File: src/rtl/ro_winner_encoder_if.sv
// Result/handshake bundle between the RO counter bank, the winner encoder and the
// PUF response bit generator. The master side arms and consumes; the slave is the encoder.
interface ro_winner_encoder_if #(
    parameter int N_RO  = 16,
    parameter int IDX_W = 4
);
    logic              start;
    logic [0:N_RO-1]   done_vec;
    logic              busy;
    logic              res_valid;
    logic              res_ready;
    logic [0:IDX_W-1]  res_idx;
    logic              res_tie;
    logic              res_timeout;
    logic              res_stale;

    modport master (
        output start, done_vec, res_ready,
        input  busy, res_valid, res_idx, res_tie, res_timeout, res_stale
    );

    modport slave (
        input  start, done_vec, res_ready,
        output busy, res_valid, res_idx, res_tie, res_timeout, res_stale
    );
endinterface

File: src/rtl/ro_winner_encoder.sv
// Captures the first ring oscillator to finish after arming and holds its encoded index,
// with tie, stale-flag and timeout qualifiers, until the consumer accepts it.
module ro_winner_encoder #(
    parameter int              N_RO    = 16,
    parameter int              IDX_W   = 4,
    parameter int              TO_W    = 16,
    parameter logic [TO_W-1:0] TIMEOUT = 16'hFFFF
) (
    input  logic               clk,
    input  logic               rst,
    ro_winner_encoder_if.slave bus
);
    typedef enum logic [1:0] {
        S_IDLE,
        S_ARM,
        S_WAIT,
        S_RESULT
    } state_t;

    // Lowest set index wins, so a one-hot input maps back to its decoder select value.
    function automatic logic [IDX_W-1:0] encode(input logic [0:N_RO-1] v);
        logic [IDX_W-1:0] idx;
        idx = '0;
        for (int i = N_RO - 1; i >= 0; i--) begin
            if (v[i]) begin
                idx = IDX_W'(i);
            end
        end
        return idx;
    endfunction

    state_t            r_state;
    logic [TO_W-1:0]   r_cnt;
    logic              r_busy;
    logic              r_valid;
    logic [IDX_W-1:0]  r_idx;
    logic              r_tie;
    logic              r_timeout;
    logic              r_stale;

    state_t            w_nextState;
    logic [TO_W-1:0]   w_nextCnt;
    logic [IDX_W-1:0]  w_nextIdx;
    logic              w_nextTie;
    logic              w_nextTimeout;
    logic              w_nextStale;
    logic              w_any;
    logic [IDX_W-1:0]  w_capIdx;
    logic              w_capTie;

    assign w_any    = |bus.done_vec;
    assign w_capIdx = encode(bus.done_vec);
    // Clearing the lowest set bit leaves something only when two or more flags are up.
    assign w_capTie = |(bus.done_vec & (bus.done_vec - N_RO'(1)));

    always_comb begin
        w_nextState   = r_state;
        w_nextCnt     = r_cnt;
        w_nextIdx     = r_idx;
        w_nextTie     = r_tie;
        w_nextTimeout = r_timeout;
        w_nextStale   = r_stale;
        case (r_state)
            S_IDLE: begin
                if (bus.start) begin
                    w_nextState = S_ARM;
                end
            end
            S_ARM: begin
                if (w_any) begin
                    w_nextState   = S_RESULT;
                    w_nextIdx     = w_capIdx;
                    w_nextTie     = w_capTie;
                    w_nextTimeout = 1'b0;
                    w_nextStale   = 1'b1;
                end else begin
                    w_nextState = S_WAIT;
                    w_nextCnt   = '0;
                end
            end
            S_WAIT: begin
                if (w_any) begin
                    w_nextState   = S_RESULT;
                    w_nextIdx     = w_capIdx;
                    w_nextTie     = w_capTie;
                    w_nextTimeout = 1'b0;
                    w_nextStale   = 1'b0;
                end else if (r_cnt == TIMEOUT - TO_W'(1)) begin
                    w_nextState   = S_RESULT;
                    w_nextIdx     = '0;
                    w_nextTie     = 1'b0;
                    w_nextTimeout = 1'b1;
                    w_nextStale   = 1'b0;
                end else begin
                    w_nextCnt = r_cnt + TO_W'(1);
                end
            end
            S_RESULT: begin
                if (bus.res_ready) begin
                    w_nextState = S_IDLE;
                end
            end
            default: begin
                w_nextState = S_IDLE;
            end
        endcase
    end

    // busy and res_valid are registered copies of the next state so no input reaches an output.
    always_ff @(posedge clk) begin
        if (rst) begin
            r_state   <= S_IDLE;
            r_cnt     <= '0;
            r_busy    <= 1'b0;
            r_valid   <= 1'b0;
            r_idx     <= '0;
            r_tie     <= 1'b0;
            r_timeout <= 1'b0;
            r_stale   <= 1'b0;
        end else begin
            r_state   <= w_nextState;
            r_cnt     <= w_nextCnt;
            r_busy    <= (w_nextState == S_ARM) || (w_nextState == S_WAIT);
            r_valid   <= (w_nextState == S_RESULT);
            r_idx     <= w_nextIdx;
            r_tie     <= w_nextTie;
            r_timeout <= w_nextTimeout;
            r_stale   <= w_nextStale;
        end
    end

    assign bus.busy        = r_busy;
    assign bus.res_valid   = r_valid;
    assign bus.res_idx     = r_idx;
    assign bus.res_tie     = r_tie;
    assign bus.res_timeout = r_timeout;
    assign bus.res_stale   = r_stale;
endmodule
File: src/flat_wrapper.sv
// flat-port wrapper written by rule: the top's interface ports become plain ports
module ro_winner_encoder_flat 
#(
    parameter int              N_RO    = 16,
    parameter int              IDX_W   = 4,
    parameter int              TO_W    = 16,
    parameter logic [TO_W-1:0] TIMEOUT = 16'hFFFF
)
  (clk, rst, bus_start, bus_done_vec, bus_res_ready, bus_busy, bus_res_valid, bus_res_idx, bus_res_tie, bus_res_timeout, bus_res_stale);
  ro_winner_encoder_if #(.N_RO(N_RO), .IDX_W(IDX_W)) bus_i ();
  input  logic clk;
  input  logic rst;
  input wire logic [$bits(bus_i.start)-1:0] bus_start;
  input wire logic [$bits(bus_i.done_vec)-1:0] bus_done_vec;
  input wire logic [$bits(bus_i.res_ready)-1:0] bus_res_ready;
  output wire logic [$bits(bus_i.busy)-1:0] bus_busy;
  output wire logic [$bits(bus_i.res_valid)-1:0] bus_res_valid;
  output wire logic [$bits(bus_i.res_idx)-1:0] bus_res_idx;
  output wire logic [$bits(bus_i.res_tie)-1:0] bus_res_tie;
  output wire logic [$bits(bus_i.res_timeout)-1:0] bus_res_timeout;
  output wire logic [$bits(bus_i.res_stale)-1:0] bus_res_stale;
  assign bus_i.start = bus_start;
  assign bus_i.done_vec = bus_done_vec;
  assign bus_i.res_ready = bus_res_ready;
  assign bus_busy = bus_i.busy;
  assign bus_res_valid = bus_i.res_valid;
  assign bus_res_idx = bus_i.res_idx;
  assign bus_res_tie = bus_i.res_tie;
  assign bus_res_timeout = bus_i.res_timeout;
  assign bus_res_stale = bus_i.res_stale;
  ro_winner_encoder #(.N_RO(N_RO), .IDX_W(IDX_W), .TO_W(TO_W), .TIMEOUT(TIMEOUT)) u_core (.clk(clk), .rst(rst), .bus(bus_i));
endmodule
File: config.mk
export PLATFORM = sky130hd
export DESIGN_NAME = ro_winner_encoder_flat
export DESIGN_NICKNAME = d
export VERILOG_FILES = /design/src/rtl/ro_winner_encoder_if.sv /design/src/rtl/ro_winner_encoder.sv /design/src/flat_wrapper.sv
export SDC_FILE = /design/constraint.sdc
export NUM_CORES = 1
export LEC_CHECK = 0
export CORE_MARGIN = 2
export CORE_UTILIZATION = 53
export DETAILED_ROUTE_END_ITERATION = 7
export HOLD_SLACK_MARGIN = 0.02
export PLACE_DENSITY = 0.78
export SYNTH_ARGS = -nofsm -noshare
export SYNTH_HDL_FRONTEND = slang
export SYNTH_SLANG_ARGS = --single-unit
File: constraint.sdc
create_clock -name clk -period 3.5 [get_ports clk]
set_input_delay 0.7 -clock clk [delete_from_list [all_inputs] [get_ports clk]]
set_output_delay 0.7 -clock clk [all_outputs]
set_load 0.005 [all_outputs]
Word level (Yosys, flattened, before mapping)
Index checks and enable logic that the tools add are counted.

Flip-flop bits (word level): 27.

$add $sub $neg: 2. Equal/unequal tests: 12. Multiplexer cells: 41. Bitwise logic cells: 1. Reduce and logical (&&, ||, !) cells: 7.

Operators by type and width (count): 2-to-1 mux 4 bit (19); 2-to-1 mux 16 bit (3); case mux 16 bit (2 select lines) (1); OR reduction 16 bit (2); adder 16 x 1 -> 16 bit, second input constant (1); AND 16 bit (1); equality test 16 bit, second input constant (1); subtractor 16 x 1 -> 16 bit, second input constant (1); 2-to-1 mux 1 bit (9); equality test 2 bit, second input constant (4); 2-to-1 mux 2 bit (4); case mux 2 bit (4 select lines) (1); case mux 4 bit (2 select lines) (1); inequality test 2 bit, second input constant (3); case mux 1 bit (2 select lines) (3); equality test 2 x 1 -> 1 bit, second input constant (2); AND reduction 4 bit (1); inequality test 3 x 1 -> 1 bit, second input constant (1); AND reduction 3 bit (1); zero test 2 bit (1); inequality test 2 x 1 -> 1 bit, second input constant (1); nonzero test 2 bit (1); logical OR 1 bit (1).

Longest topological paths before layout
Gate-level depths: netlist (run 1).

Depth in word-level cells: 18. Gate-level depth with buffers: 9. Depth with buffers taken out: 8.

Least setup slack after synthesis (run 1)
No wires, ideal clock.

Path kind: input-to-reg. Start: input bus_done_vec[1]. End: register u_core.r_cnt[9]. Library setup time: 0.070 ns. Arrival: 2.971 ns. Required time: 3.430 ns. Path slack: 0.458 ns. Stages on the path: 8. Buffers on the path: 3. Path through: or4_1 buf_2 or4_4 buf_6 a311o_1 buf_6 or4_1 a21oi_1.

Word-level cells in the longest chain between the ends: 3. Elaborated cells on any way between the ends: 4. Classes of those cells: eq/ne (2); reduce/logical (2).

RTL lines: from (decl) (RTL line flat_wrapper.sv:14) `input wire logic [$bits(bus_i.done_vec)-1:0] bus_done_vec;`; OR reduction 16 bit * (RTL line ro_winner_encoder.sv:51) `assign w_any = |bus.done_vec;`; inequality test 2 bit (no line); AND reduction 4 bit (no line) *; to (signal assigned) (RTL line ro_winner_encoder.sv:122) `r_cnt <= w_nextCnt;`; to (decl) (RTL line ro_winner_encoder.sv:33) `logic [TO_W-1:0] r_cnt;`.

Every way passes the cells marked *; elsewhere a longest branch is shown, timed or not. A chain may end at the register's enable or synchronous reset.

Worst setup path after layout (run 1)
Start: input bus_done_vec[8]. End: register u_core.r_cnt[9].

The elaborated chain is that of the path after synthesis.

==> Flow_metrics.wiki, run 1 <==
{| class="wikitable"
! Metric !! Value
|-
| Status || completed
|-
| Antenna violations before repair || 0
|-
| Nets || 279
|-
| Overall die width || 60.7 um
|-
| Clock latency of the later-clocked register in the worst-skew pair || 0.33 ns
|-
| Fin cells || 295
|-
| Final Cycle Share || 89.3%
|-
| Data required time of the worst path || 3.77 ns
|-
| Total detailed-routing wirelength || 4.42 mm
|-
| Fraction of layout cells with a size suffix above 1 || 11.2%
|-
| Hold-fix buffers, CTS || 0
|-
| Lkg Pwr || 0.700 nW
|-
| Power density of the placed cells || 343 mW/mm2
|-
| Total half-perimeter wirelength after legalization and detailed placement || 3.37 mm
|-
| Number of clock sinks || 27
|-
| Clock Skews || 0.00641 ns
|-
| Flops & latches, synth || 27
|-
| H-tree depth || 1
|-
| Number of global-route vias before repair || 1757
|-
| Hold violation total from the final report || 0
|-
| Cells on Worst Hold Path || 2
|-
| Critical Path Sink Type || flop
|-
| Maximum number of pins on one net before global-route repair || 16
|-
| Area enclosed by the die boundary || 0.00368 mm2
|-
| Worst Hold Launch || u_core.bus.res_idx[3]
|-
| Total gr overflow || 0
|-
| Beginning of the worst register-to-register path || u_core.r_cnt[1]
|-
| Area of the mapped netlist || 0.00170 mm2
|-
| Clock transition at the register clock pins on the worst setup and hold paths after CTS || 0.15 ns
|-
| CP Class || in2reg
|-
| Vertical die dimension || 60.7 um
|-
| Top cells by area in the synthesized netlist || sky130_fd_sc_hd__dfxtp_1, sky130_fd_sc_hd__a21oi_1, sky130_fd_sc_hd__o31ai_1
|-
| Detail-routed via count per cell || 6.25
|-
| Maximum fanout along the worst path || 15
|-
| Layout area overhead || 26.5%
|-
| Setup-violating endpoint count in the final report || 0
|-
| Clock buffer depth || 2
|-
| GRT Resource Usage Total || 26.3%
|-
| Crit path launch type || primary input
|-
| # Max-Cap Violations || 0
|-
| Final weighted congestion in routability-driven placement || 0.851
|-
| Port Buffer Count || 28
|-
| Post-route total power || 0.000738 W
|-
| Dpl cells || 291
|-
| Share of flip-flops with an asynchronous set or reset || 0%
|-
| Setup bufs post-CTS || 0
|-
| Clock tree from TritonCTS || done
|-
| Sequential share of the synthesized area || 31.7%
|-
| Arrival time reported for the critical path endpoint || 3.40 ns
|-
| Detailed-router iteration count before antenna repair || 4
|-
| Final sum of negative setup slack || 0 ns
|-
| Number of nets produced by synthesis || 236
|-
| Number of synthesized flops with an enable pin || 0
|-
| Setup repair after global routing missed its margin || false
|-
| Average cell area after synthesis || 8.15 um2
|-
| Tightest Hold Check Type || reg2reg
|-
| Yosys synthesis warning count || 0
|-
| Number of antenna repair diodes || 0
|-
| Cell with the most instances after synthesis || sky130_fd_sc_hd__dfxtp_1
|-
| CORE AREA || 0.00305 mm2
|-
| Via Count || 1844
|-
| Highest clock frequency the design can meet || 0.320 GHz
|-
| Post-detailed-route count of antenna-violating nets || 0
|-
| Number of placement rows || 20
|-
| Global-route wire length before repair || 7.44 mm
|-
| Ys flop type || sky130_fd_sc_hd__dfxtp_1
|-
| Number of ports placed on the die boundary || 29
|-
| Area leader, netlist || sky130_fd_sc_hd__dfxtp_1
|-
| Number of buffers created by CTS || 3
|-
| Setup slack, reg-to-reg || 1.05 ns
|-
| Max transition margin || 56.6%
|-
| Area fraction of the dominant cell type after synthesis || 31.7%
|-
| Shortest period the worst path allows || 3.12 ns
|-
| Pins Over Slew Limit || 0
|-
| Average detailed-routed wire length per instance || 15.0 um
|-
| Cell variety after synth || 46
|-
| Worst-case reg-to-reg path depth || 7
|-
| Minimum hold slack || 0.482 ns
|-
| Slew at the pin with the worst max-slew slack || 0.645 ns
|-
| Hold path endpoint || u_core.bus.res_idx[3]
|-
| Number of cells upsized or downsized after cts || 0
|-
| Count of unresolved DRC violations after routing || 0
|-
| Effective utilization at floorplan || 55.8%
|-
| Peak supply drop || 0.131 mV
|-
| Synth Instances || 209
|-
| Clock tree root buffer cell || sky130_fd_sc_hd__clkbuf_4
|-
| Synth top cells by count || sky130_fd_sc_hd__dfxtp_1, sky130_fd_sc_hd__a21oi_1, sky130_fd_sc_hd__nor2_1, sky130_fd_sc_hd__o31ai_1, sky130_fd_sc_hd__or4_1
|-
| Number of DRC violations after detailed-routing iteration 0 || 146
|-
| Reg2Reg Capture Point || u_core.bus.busy
|}
==> flip-flops by register name (all words and copies together) (netlist names) <==
register / cells
u_core.r_cnt: 16
u_core.bus.res_tie: 1
u_core.bus.res_valid: 1
u_core.r_state: 2
u_core.bus.res_stale: 1
u_core.bus.res_timeout: 1
u_core.bus.busy: 1
u_core.bus.res_idx: 4
==> worst max-delay path by stage <==
stage / cells after the start / from / to
2_1_floorplan: 8 / bus_done_vec[1] / u_core.r_cnt[9]
3_3_place_gp: 6 / bus_done_vec[12] / u_core.r_cnt[7]
3_5_place_dp: 6 / bus_done_vec[12] / u_core.r_cnt[7]
4_1_cts: 6 / bus_done_vec[12] / u_core.r_cnt[9]
5_1_grt: 6 / bus_done_vec[0] / u_core.r_cnt[9]
6_report: 6 / bus_done_vec[8] / u_core.r_cnt[9]
==> cells in the final DEF (no fill, tap or decap), types with 2 or more instances in the layout <==
master | Yosys | layout
sky130_fd_sc_hd__a211oi_1 | 4 | 4
sky130_fd_sc_hd__a21oi_1 | 22 | 22
sky130_fd_sc_hd__a31o_2 | 2 | 2
sky130_fd_sc_hd__and2_1 | 2 | 2
sky130_fd_sc_hd__and4_1 | 3 | 3
sky130_fd_sc_hd__buf_4 | 0 | 18
sky130_fd_sc_hd__clkbuf_4 | 0 | 3
sky130_fd_sc_hd__clkdlybuf4s50_1 | 0 | 28
sky130_fd_sc_hd__dfxtp_1 | 27 | 27
sky130_fd_sc_hd__ha_1 | 7 | 7
sky130_fd_sc_hd__inv_1 | 11 | 11
sky130_fd_sc_hd__nand2_1 | 11 | 11
sky130_fd_sc_hd__nand3_1 | 9 | 9
sky130_fd_sc_hd__nand4_1 | 5 | 5
sky130_fd_sc_hd__nor2_1 | 13 | 13
sky130_fd_sc_hd__nor2b_1 | 5 | 5
sky130_fd_sc_hd__nor3_1 | 6 | 6
sky130_fd_sc_hd__nor4_1 | 4 | 4
sky130_fd_sc_hd__o211ai_1 | 2 | 2
sky130_fd_sc_hd__o21ai_0 | 9 | 9
sky130_fd_sc_hd__o22ai_1 | 3 | 3
sky130_fd_sc_hd__o31ai_1 | 12 | 12
sky130_fd_sc_hd__o32ai_1 | 3 | 3
sky130_fd_sc_hd__o41ai_1 | 3 | 3
sky130_fd_sc_hd__or3_1 | 4 | 4
sky130_fd_sc_hd__or4_1 | 12 | 12
sky130_fd_sc_hd__or4_4 | 3 | 3
==> per-stage QoR <==
stage                     utilization [%]  cell area [um2]  worst slack, ns
final                                70.5             2150            0.376
after global routing                 70.5             2150            0.311
after floorplan                         -             1700            0.458
after global placement               69.7             2130           0.0973
after CTS                            70.5             2150            0.404
after detailed placement             69.7             2130           0.0586
==> power by group <==
| group | internal, W | switching [W] | total [W] |
|---|---|---|---|
| Combinational | 0.000131 | 0.000114 | 0.000246 |
| Sequential | 0.000336 | 0.0000170 | 0.000353 |
| Clock | 0.0000447 | 0.0000948 | 0.000140 |
==> kinds of logic (layout without fill, tap and decap cells) <==
family	Yosys count	count (layout)	share of synthesized area, %
simple gates	83	83	28.7
compound gates	72	72	28.7
flops	27	27	31.7
buf+inv	19	61	5.14
fa+ha+maj	7	7	5.14
mux	1	1	0.588
==> critical path: stages <==
cell	delay, ns
sky130_fd_sc_hd__clkdlybuf4s50_1	0.43
sky130_fd_sc_hd__or4_4	0.58
sky130_fd_sc_hd__or4_4	0.54
sky130_fd_sc_hd__a311o_1	0.47
sky130_fd_sc_hd__or4_1	0.52
sky130_fd_sc_hd__a21oi_1	0.15
==> cell type report <==
class	instances	area [um2]
inverter	11	41.3
sequential	27	541
fill	258	900
timing repair buffer	46	415
tap	44	55.1
clock buffer	4	26.3
multi-input combinational	163	1070
==> metal layers <==
metal | global-route usage [%] | vias up | wire length, um
li1 | - | 909 | -
met1 | 33.6 | 846 | 1970
met2 | 45.0 | 79 | 2130
met3 | 4.05 | 10 | 235
met4 | 9.32 | 0 | 82
met5 | 0 | - | 0
Power figures use the tool's default switching activity.
==> run 2: changes to the inputs <==
--- a/config.mk
+++ b/config.mk
@@ -5,11 +5,13 @@
 export SDC_FILE = /design/constraint.sdc
 export NUM_CORES = 1
 export LEC_CHECK = 0
+export ABC_AREA = 1
 export CORE_MARGIN = 2
-export CORE_UTILIZATION = 53
+export CORE_UTILIZATION = 54
 export DETAILED_ROUTE_END_ITERATION = 7
 export HOLD_SLACK_MARGIN = 0.02
 export PLACE_DENSITY = 0.78
+export SKIP_CTS_REPAIR_TIMING = 1
 export SYNTH_ARGS = -nofsm -noshare
 export SYNTH_HDL_FRONTEND = slang
 export SYNTH_SLANG_ARGS = --single-unit
==> Flow_metrics.wiki, run 2 <==
{| class="wikitable"
! Metric !! Value
|-
| Register ranked first by flip-flop count || u_core.r_cnt
|-
| Leading cell types in the layout, fill and taps excluded || sky130_fd_sc_hd__nand2_1, sky130_fd_sc_hd__inv_1, sky130_fd_sc_hd__nor2_1
|-
| Area fraction of the dominant cell type after synthesis || 28.5% (-3.2 points)
|-
| Vertical die dimension || 63.2 um (+4.2%)
|-
| Power density of the placed cells || 282 mW/mm2 (-18%)
|-
| Maximum fanout along the worst path || 17 (+2)
|-
| Antenna violations before repair || 0 (unchanged)
|-
| Crit path launch type || primary input
|-
| Detail-routed via count per cell || 5.06 (-19%)
|-
| Total gr overflow || 0 (unchanged)
|-
| Synth top cells by count || sky130_fd_sc_hd__nand2_1, sky130_fd_sc_hd__inv_1, sky130_fd_sc_hd__nor2_1, sky130_fd_sc_hd__a21oi_1, sky130_fd_sc_hd__dfxtp_1
|-
| Nets || 343 (+23%)
|-
| Top cells by area in the synthesized netlist || sky130_fd_sc_hd__dfxtp_1, sky130_fd_sc_hd__nand2_1, sky130_fd_sc_hd__inv_1
|-
| # Max-Cap Violations || 0 (unchanged)
|-
| Status || completed
|-
| Clock buffer depth || 2 (unchanged)
|-
| Yosys synthesis warning count || 0 (unchanged)
|-
| Count of unresolved DRC violations after routing || 0 (unchanged)
|-
| Critical Path Sink Type || flop
|-
| Layout area overhead || 18.3%
|-
| Via Count || 1827 (-0.92%)
|-
| Most common cell after layout, fill and taps aside || sky130_fd_sc_hd__nand2_1
|-
| Lkg Pwr || 0.946 nW (+35%)
|-
| Average cell area after synthesis || 6.63 um2 (-19%)
|-
| Number of DRC violations after detailed-routing iteration 0 || 102 (-30%)
|-
| Total half-perimeter wirelength after legalization and detailed placement || 3.18 mm (-5.6%)
|-
| Number of ports placed on the die boundary || 29 (unchanged)
|-
| Cell variety after synth || 35 (-24%)
|-
| Post-detailed-route count of antenna-violating nets || 0 (unchanged)
|-
| Cell with the most instances after synthesis || sky130_fd_sc_hd__nand2_1
|-
| CP Class || in2reg
|-
| Overall die width || 63.2 um (+4.2%)
|-
| Area enclosed by the die boundary || 0.00400 mm2 (+8.6%)
|-
| Fraction of layout cells with a size suffix above 1 || 9.21% (-1.9 points)
|-
| Area of the mapped netlist || 0.00190 mm2 (+11%)
|-
| H-tree depth || 1 (unchanged)
|-
| Final weighted congestion in routability-driven placement || 0.918 (+7.9%)
|-
| Effective utilization at floorplan || 56.4% (+0.58 points)
|-
| Clock latency of the later-clocked register in the worst-skew pair || 0.33 ns (about the same)
|-
| Number of clock sinks || 27 (unchanged)
|-
| Final Cycle Share || 68.6% (-21 points)
|-
| Clock tree root buffer cell || sky130_fd_sc_hd__clkbuf_4
|-
| Flops & latches, synth || 27 (unchanged)
|-
| Slew at the pin with the worst max-slew slack || 0.499 ns (-0.146 ns)
|-
| Total detailed-routing wirelength || 3.91 mm (-11%)
|-
| Met2 track utilization from global routing || 39.1% (-5.9 points)
|-
| GRT Resource Usage Total || 21.1% (-5.2 points)
|-
| Tightest Hold Check Type || reg2reg
|-
| Number of antenna repair diodes || 0 (unchanged)
|-
| Max transition margin || 66.7% (+10 points)
|-
| Share of flip-flops with an asynchronous set or reset || 0% (unchanged)
|-
| Number of synthesized flops with an enable pin || 0 (unchanged)
|-
| Pins Over Slew Limit || 0 (unchanged)
|-
| Number of nets produced by synthesis || 313 (+33%)
|-
| Setup-violating endpoint count in the final report || 0 (unchanged)
|-
| Port Buffer Count || 28 (unchanged)
|-
| Average detailed-routed wire length per instance || 10.8 um (-28%)
|-
| Arrival time reported for the critical path endpoint || 2.64 ns (-0.76 ns)
|-
| Detailed-router iteration count before antenna repair || 4 (unchanged)
|-
| Number of flip-flops in the largest register || 16 (unchanged)
|-
| Peak supply drop || 0.177 mV (+35%)
|-
| Maximum number of pins on one net before global-route repair || 18 (+2)
|-
| Clock Skews || 0.0102 ns (+0.00378 ns)
|-
| Setup repair after global routing missed its margin || false
|-
| Shortest period the worst path allows || 2.40 ns (-0.724 ns)
|-
| Data required time of the worst path || 3.74 ns (-0.03 ns)
|-
| Area leader, netlist || sky130_fd_sc_hd__dfxtp_1
|-
| CORE AREA || 0.00336 mm2 (+10%)
|-
| Met3 routing resource usage after global routing || 3.57% (-0.48 points)
|-
| Number of placement rows || 21 (+5.0%)
|-
| Hold violation total from the final report || 0 (unchanged)
|-
| Number of global-route vias before repair || 1692 (-3.7%)
|-
| Synth Instances || 286 (+37%)
|-
| Sequential share of the synthesized area || 28.5% (-3.2 points)
|-
| Clock tree from TritonCTS || done
|-
| Top Usage Layer GRT || met2
|-
| Global-route wire length before repair || 6.98 mm (-6.2%)
|-
| Highest clock frequency the design can meet || 0.417 GHz (+30%)
|-
| Met1 demand-to-capacity share in global routing || 25.4% (-8.1 points)
|-
| Ys flop type || sky130_fd_sc_hd__dfxtp_1
|-
| Final sum of negative setup slack || 0 ns (unchanged)
|-
| Post-route total power || 0.000632 W (-14%)
|-
| Number of buffers created by CTS || 3 (unchanged)
|-
| Clock transition at the register clock pins on the worst setup and hold paths after CTS || 0.15 ns (about the same)
|}
## run 2: routing by layer
layer,vias up,part of all wire (%)
met4,0,0.36
met5,-,0
met2,29,50
met3,3,3.5
li1,984,-
met1,811,46
## run 2: report_power, final
part	internal, W	switching, W	total [W]
clock network	0.0000429	0.0000932	0.000136
registers	0.000326	0.00000922	0.000335
logic	0.0000768	0.0000842	0.000161
total	0.000446	0.000187	0.000632
## run 2: stage by stage
stage	utilization (%)	setup WS (ns)	hold WS, ns	cells	cell area, um2
final	66.7	1.10	0.484	361	2240
after global routing	66.7	0.933	0.502	361	2240
after CTS	66.7	1.12	0.485	361	2240
after detailed placement	65.8	0.774	0.457	357	2210
after global placement	65.8	0.763	0.458	357	2210
after floorplan	-	1.49	0.443	286	1900
## run 2: critical path, cell delays in order
cell	delay [ns]
sky130_fd_sc_hd__clkdlybuf4s50_1	0.47
sky130_fd_sc_hd__nor2_1	0.27
sky130_fd_sc_hd__nand3_1	0.20
sky130_fd_sc_hd__nor2_4	0.17
sky130_fd_sc_hd__inv_2	0.06
sky130_fd_sc_hd__nor2_4	0.10
sky130_fd_sc_hd__nand2_4	0.15
sky130_fd_sc_hd__nor3_4	0.21
sky130_fd_sc_hd__nand2_1	0.11
sky130_fd_sc_hd__o21ai_1	0.13
sky130_fd_sc_hd__a21oi_1	0.05
## run 2: cell families (layout without fill, tap and decap cells)
group | Yosys count | after routing | share of synthesized area, %
DFF | 27 | 27 | 28.5
AOI/OAI and AO/OA | 50 | 50 | 14.4
adders and majority gates | 8 | 8 | 5.15
buffers and inverters | 51 | 80 | 10.7
xor gates and xnor gates | 5 | 5 | 2.31
and+or+nand+nor | 145 | 145 | 38.9
## run 2: path summary, 6_finish.rpt
| path | start | end | slack [ns] | depth (start not counted) |
|---|---|---|---|---|
| max | bus_done_vec[12] | u_core.r_cnt[6] | 1.10 | 11 |
| min | u_core.bus.res_idx[2] | u_core.bus.res_idx[2] | 0.48 | 2 |
| max reg2reg | u_core.r_state[0] | u_core.bus.busy | 1.31 | 9 |
| min reg2reg | u_core.bus.res_idx[2] | u_core.bus.res_idx[2] | 0.48 | 2 |
## run 2: cell type report
type                       instances  area, um2
clock buffer                       3       22.5
inverter                          47        176
tap                               46       57.6
sequential                        27        541
clock inverter                     1       5.00
multi-input combinational        208       1150
timing repair buffer              29        288
fill                             327       1120
